### src/rtl/act_lut_interp_pipe.sv
// Three-stage tanh/sigmoid unit: odd-symmetric half-table lookup with linear interpolation.
// Define ACT_LUT_SIGMOID_EN to honour in_func (sigmoid); otherwise the output is always tanh.
module act_lut_interp_pipe #(
    parameter int IN_W    = 8,
    parameter int IN_FRAC = 5,
    parameter int OUT_W   = 8,
    parameter int ADDR_W  = 4
) (
    input  logic                    clk,
    input  logic                    reset,
    input  logic                    in_valid,
    output logic                    in_ready,
    input  logic signed [IN_W-1:0]  in_x,
    input  logic                    in_func,
    output logic                    out_valid,
    input  logic                    out_ready,
    output logic signed [OUT_W-1:0] out_y,
    input  logic                    tbl_we,
    input  logic [ADDR_W:0]         tbl_addr,
    input  logic [OUT_W-2:0]        tbl_data
);
    localparam int FB    = IN_W - 1 - ADDR_W;
    localparam int DEPTH = (1 << ADDR_W) + 1;
    localparam int PW    = OUT_W + FB + 2;
    localparam int unused_in_frac = IN_FRAC;
    localparam logic [ADDR_W:0] MAX_ADDR = (ADDR_W+1)'(1 << ADDR_W);
    localparam logic [ADDR_W:0] ADDR_ONE = (ADDR_W+1)'(1);
    localparam logic signed [IN_W-1:0] MIN_X = {1'b1, {(IN_W-1){1'b0}}};
    localparam logic [IN_W-2:0] MAG_ONE = {{(IN_W-2){1'b0}}, 1'b1};
`ifdef ACT_LUT_SIGMOID_EN
    localparam logic signed [PW-1:0] SIG_BIAS = PW'(1 << (OUT_W-2));
`endif

    logic advance;

    logic [OUT_W-2:0] tbl [DEPTH];

    logic signed [IN_W-1:0] xs;
    logic [IN_W-2:0]        mag;

    logic              s1_valid;
    logic              s1_sign;
    logic [ADDR_W-1:0] s1_idx;
    logic [FB-1:0]     s1_frac;
    logic [ADDR_W:0]   rd_lo;
    logic [ADDR_W:0]   rd_hi;

    logic              s2_valid;
    logic              s2_sign;
    logic [FB-1:0]     s2_frac;
    logic [OUT_W-2:0]  s2_t0;
    logic [OUT_W-2:0]  s2_t1;

`ifdef ACT_LUT_SIGMOID_EN
    logic s1_func;
    logic s2_func;
`else
    logic unused_func;
    assign unused_func = in_func;
`endif

    logic signed [PW-1:0]   t0_ext;
    logic signed [PW-1:0]   t1_ext;
    logic signed [PW-1:0]   frac_ext;
    logic signed [PW-1:0]   diff;
    logic signed [PW-1:0]   prod;
    logic signed [PW-1:0]   interp;
    logic signed [PW-1:0]   signed_y;
    logic signed [PW-1:0]   res;
    logic [OUT_W-1:0]       y_next;
    logic [PW-OUT_W-1:0]    unused_res_hi;

    // Every stage moves together whenever the output slot is free or being drained.
    assign advance  = !out_valid || out_ready;
    assign in_ready = advance;

    // Table is write-only from the side port; out-of-range addresses are dropped.
    always_ff @(posedge clk) begin
        if (tbl_we && tbl_addr <= MAX_ADDR) begin
            tbl[tbl_addr] <= tbl_data;
        end
    end

    // Magnitude with saturation of the most negative input.
    always_comb begin
`ifdef ACT_LUT_SIGMOID_EN
        xs = in_func ? (in_x >>> 1) : in_x;
`else
        xs = in_x;
`endif
        if (xs == MIN_X) begin
            mag = '1;
        end else if (xs[IN_W-1]) begin
            mag = ~xs[IN_W-2:0] + MAG_ONE;
        end else begin
            mag = xs[IN_W-2:0];
        end
    end

    assign rd_lo = {1'b0, s1_idx};
    assign rd_hi = rd_lo + ADDR_ONE;

    // Interpolate on the magnitude, then restore sign and optionally remap to sigmoid.
    always_comb begin
        t0_ext   = $signed({{(PW-OUT_W+1){1'b0}}, s2_t0});
        t1_ext   = $signed({{(PW-OUT_W+1){1'b0}}, s2_t1});
        frac_ext = $signed({{(PW-FB){1'b0}}, s2_frac});
        diff     = t1_ext - t0_ext;
        prod     = diff * frac_ext;
        interp   = t0_ext + (prod >>> FB);
        signed_y = s2_sign ? -interp : interp;
`ifdef ACT_LUT_SIGMOID_EN
        res      = s2_func ? (SIG_BIAS + (signed_y >>> 1)) : signed_y;
`else
        res      = signed_y;
`endif
        y_next        = res[OUT_W-1:0];
        unused_res_hi = res[PW-1:OUT_W];
    end

    always_ff @(posedge clk or negedge reset) begin
        if (!reset) begin
            s1_valid  <= 1'b0;
            s1_sign   <= 1'b0;
            s1_idx    <= '0;
            s1_frac   <= '0;
            s2_valid  <= 1'b0;
            s2_sign   <= 1'b0;
            s2_frac   <= '0;
            s2_t0     <= '0;
            s2_t1     <= '0;
`ifdef ACT_LUT_SIGMOID_EN
            s1_func   <= 1'b0;
            s2_func   <= 1'b0;
`endif
            out_valid <= 1'b0;
            out_y     <= '0;
        end else if (advance) begin
            s1_valid <= in_valid;
            if (in_valid) begin
                s1_sign <= xs[IN_W-1];
                s1_idx  <= mag[IN_W-2 -: ADDR_W];
                s1_frac <= mag[FB-1:0];
`ifdef ACT_LUT_SIGMOID_EN
                s1_func <= in_func;
`endif
            end
            s2_valid <= s1_valid;
            if (s1_valid) begin
                s2_sign <= s1_sign;
                s2_frac <= s1_frac;
                s2_t0   <= tbl[rd_lo];
                s2_t1   <= tbl[rd_hi];
`ifdef ACT_LUT_SIGMOID_EN
                s2_func <= s1_func;
`endif
            end
            out_valid <= s2_valid;
            if (s2_valid) begin
                out_y <= y_next;
            end
        end
    end
endmodule

### config.mk
export PLATFORM = sky130hd
export DESIGN_NAME = act_lut_interp_pipe
export DESIGN_NICKNAME = d
export VERILOG_FILES = /design/src/rtl/act_lut_interp_pipe.sv
export SDC_FILE = /design/constraint.sdc
export NUM_CORES = 1
export LEC_CHECK = 0
export BUFFER_PORTS_ARGS = -buffer_cell sky130_fd_sc_hd__buf_2
export CAP_MARGIN = 10
export CORE_ASPECT_RATIO = 0.8
export CORE_UTILIZATION = 43
export DETAILED_ROUTE_END_ITERATION = 12
export GPL_TIMING_DRIVEN = 0
export MAX_ROUTING_LAYER = met4
export PLACE_DENSITY = 0.7
export SLEW_MARGIN = 25
export SYNTH_ARGS = -nofsm -noshare
export SYNTH_HDL_FRONTEND = slang
export SYNTH_SLANG_ARGS = --single-unit
### constraint.sdc
create_clock -name clk -period 9.2 [get_ports clk]
set_input_delay 1.84 -clock clk [delete_from_list [all_inputs] [get_ports clk]]
set_output_delay 1.84 -clock clk [all_outputs]
set_load 0.03 [all_outputs]
==> results.cfg <==
[run_status]
status = complete, no violations

[sta]
setup_tns_ns = 0
setup_viol = 0
finalCritPeriodShare = 0.6086
finClkSkew_ns = 0.008669
worstMarginPinSlew_ns = 0.8480
hold_viol = 0
min_period_ns = 5.599
finalMaxSlewViolations = 0
relSlewSlack = 0.4326
fmax_mhz = 178.6
rsz0062_at_grt = false

[cts]
cts_hold_buf = 0
cts_tree = yes
cts.clk_slew.worst_paths_ns = 0.06
ctsRootBufferMaster = clkbuf_16
cts_setup_buffers = 0
clock-sinks = 156
htreeDepth = 4
ctsLongestPathBuffers = 2
insertion_delay_ns = 0.43
cts_resized = 0
numCtsBuffers = 17

[detailed_routing]
top_layer_used = met4
drt-pass1-iter-count = 4
dr_wl_met3_um = 1433
ant_nets = 0
via_per_inst = 5.652
drtIter0Drc = 425
wire_per_inst_um = 21.02
routed_wl_um = 18770
wl_met1_um = 7746
drc = 0
wl_met2_um = 9168
vias = 5047

[global_route]
grt_max_degree = 38
grt_pass1_wl_um = 29410
grt_usage = 0.2109
grt_pass1_vias = 5120
antenna_found_initial = 1
grt-ovfl-total = 0

[finish]
n_fill_cell = 1624
layout_common_cells = 119 x edfxtp_1, 68 x mux4_2, 48 x inv_1, 38 x nand2_1, 38 x buf_2
final_common_cell = edfxtp_1
drive_gt1_frac = 0.2445
final_nets = 692
syn2layout_area_growth_pct = 13.08

[synthesis]
synth-adder-area-share = 0.07306
netlist_area_um2 = 8392
synth-compound-area-share = 0.04309
ys_ff_latch = 156
yosys.area.top_type = edfxtp_1
ys_warn_count = 0
synth_nets = 641
synth.area.mux_share = 0.2131
syn_inst = 572
synth_seq_area_share = 0.5362
ys_types = 45
synth_top_area_share = 0.4258
synth-simple-area-share = 0.07112
synth_area_leaders = edfxtp_1 43%, mux4_2 18%, dfrtp_1 11%
synth_top_family_by_area = multiplexers
syn_avg_cell_area_um2 = 14.67
synth_xor_area_frac = 0.03131

[min_path]
hp-start = out_y[6]$_DFFE_PN0P_
whs_endpoint = out_y[6]$_DFFE_PN0P_
hold_path_class = flip-flop to flip-flop
hold_path_depth = 2

[floorplan]
core_area_um2 = 19030
die_h_um = 127.0
die_w_um = 158.2
die-area_um2 = 20080
start_util = 0.4410
pin_count = 36
rows = 45

[placed_design]
place_congestion = 0.8966
portBuffers = 32
post-dp-hpwl_um = 13420

[critical_path]
worstRegToRegCells = 27
crit_fanout = 4
crit_buf_inv = 3
worstSetupPathDepth = 27
crit_path_start_kind = flip-flop
critical-path-top-delay-family = compound AO/OA/AOI/OAI gates
critPathMaxStageDelay_ns = 0.53
crit_type = flip-flop to flip-flop
crit_required_ns = 9.50
cpMaxStageDelayCell = fa_1
endpoint_kind = flip-flop
arrival_ns = 5.89
cpMostUsedCell = ha_1
reg2reg_from = s2_t0[1]$_DFFE_PN0P_
crit-reg2reg-capture = out_y[7]$_DFFE_PN0P_
reg2reg_slack_ns = 3.60

[run]
maxCapViolations = 0
-- Yosys cell counts (all sizes together) --
| library cell | number |
|---|---|
| o31ai | 1 |
| edfxtp | 119 |
| nand3 | 6 |
| xnor2 | 18 |
| a211o | 1 |
| ha | 33 |
| a21o | 3 |
| nand2b | 7 |
| or3 | 2 |
| nor3 | 8 |
| a221oi | 1 |
| dfrtp | 37 |
| a311oi | 1 |
| nor3b | 2 |
| mux2 | 11 |
| nor4 | 1 |
| clkbuf | 11 |
| xor2 | 12 |
| or4 | 1 |
| inv | 48 |
| o22ai | 1 |
| o21bai | 2 |
| nor2b | 11 |
| o21ai | 26 |
| nand3b | 1 |
| buf | 10 |
| nor2 | 31 |
| and3 | 2 |
| mux4 | 70 |
| o31a | 1 |
| o21a | 3 |
| fa | 10 |
| a21oi | 16 |
| and2 | 14 |
| nand2 | 38 |
| mux2i | 8 |
| a41o | 1 |
| a31oi | 4 |
-- sequential cells by signal, summed over array words and instances (netlist names), 3 cells and up --
name     flops
s1_idx       4
s2_t1        7
s1_frac      3
out_y        8
s2_frac      3
s2_t0        7
tbl        119
-- metrics by stage --
stage	util	area, um2	setup WS (ns)	cells	hold slack [ns]
2_1_floorplan	-	8392	4.228	572	0.4365
3_3_place_gp	0.4663	8875	3.706	862	0.4546
3_5_place_dp	0.4677	8900	3.620	862	0.4647
4_1_cts	0.4981	9479	3.574	892	0.4785
5_1_grt	0.4986	9489	3.084	893	0.5014
6_report	0.4986	9489	3.601	893	0.4720
-- cell families after synthesis --
logic type                 Yosys count
muxes                               89
DFF                                156
AOI/OAI and AO/OA                   61
buffers and inverters               69
and+or+nand+nor                    124
adders and majority gates           43
xor gates and xnor gates            30
-- tightest hold or removal path: cells and delay by family, from the launching register on --
family | cells | cell delay (ns)
AO/OA/AOI/OAI | 1 | 0.06
AND/OR/NAND/NOR | 1 | 0.04
flip-flops | 1 | 0.34
-- layer usage --
| layer | GRT usage | up-vias |
|---|---|---|
| li1 | - | 2275 |
| met1 | 0.2733 | 2518 |
| met2 | 0.3256 | 216 |
| met3 | 0.04988 | 38 |
| met4 | 0.07410 | 0 |
| met5 | - | - |
-- worst max-delay path by stage --
stage                         start                   end  slack, ns
6_report       s2_t0[1]$_DFFE_PN0P_  out_y[7]$_DFFE_PN0P_       3.60
2_1_floorplan  s2_t0[1]$_DFFE_PN0P_  out_y[7]$_DFFE_PN0P_       4.23
3_3_place_gp   s2_t0[1]$_DFFE_PN0P_  out_y[7]$_DFFE_PN0P_       3.71
3_5_place_dp   s2_t0[1]$_DFFE_PN0P_  out_y[7]$_DFFE_PN0P_       3.62
5_1_grt        s2_t0[1]$_DFFE_PN0P_  out_y[7]$_DFFE_PN0P_       3.08
4_1_cts        s2_t0[1]$_DFFE_PN0P_  out_y[7]$_DFFE_PN0P_       3.57
-- area by class of cell --
class,instances,area [um2],share of cell area
buffer,21,90.09,0.009494
inverter,48,180.2,0.01899
multi-input combinational,347,3655,0.3852
timing repair buffer,32,160.2,0.01688
antenna,1,2.502,0.0002637
sequential,156,4499,0.4742
clock buffer,19,432.9,0.04562
clock inverter,11,146.4,0.01543
tap,258,322.8,0.03402
Power is left out: the tool's default activity adds up to more than one toggle a clock period on the data nets, which glitch-free logic cannot reach.
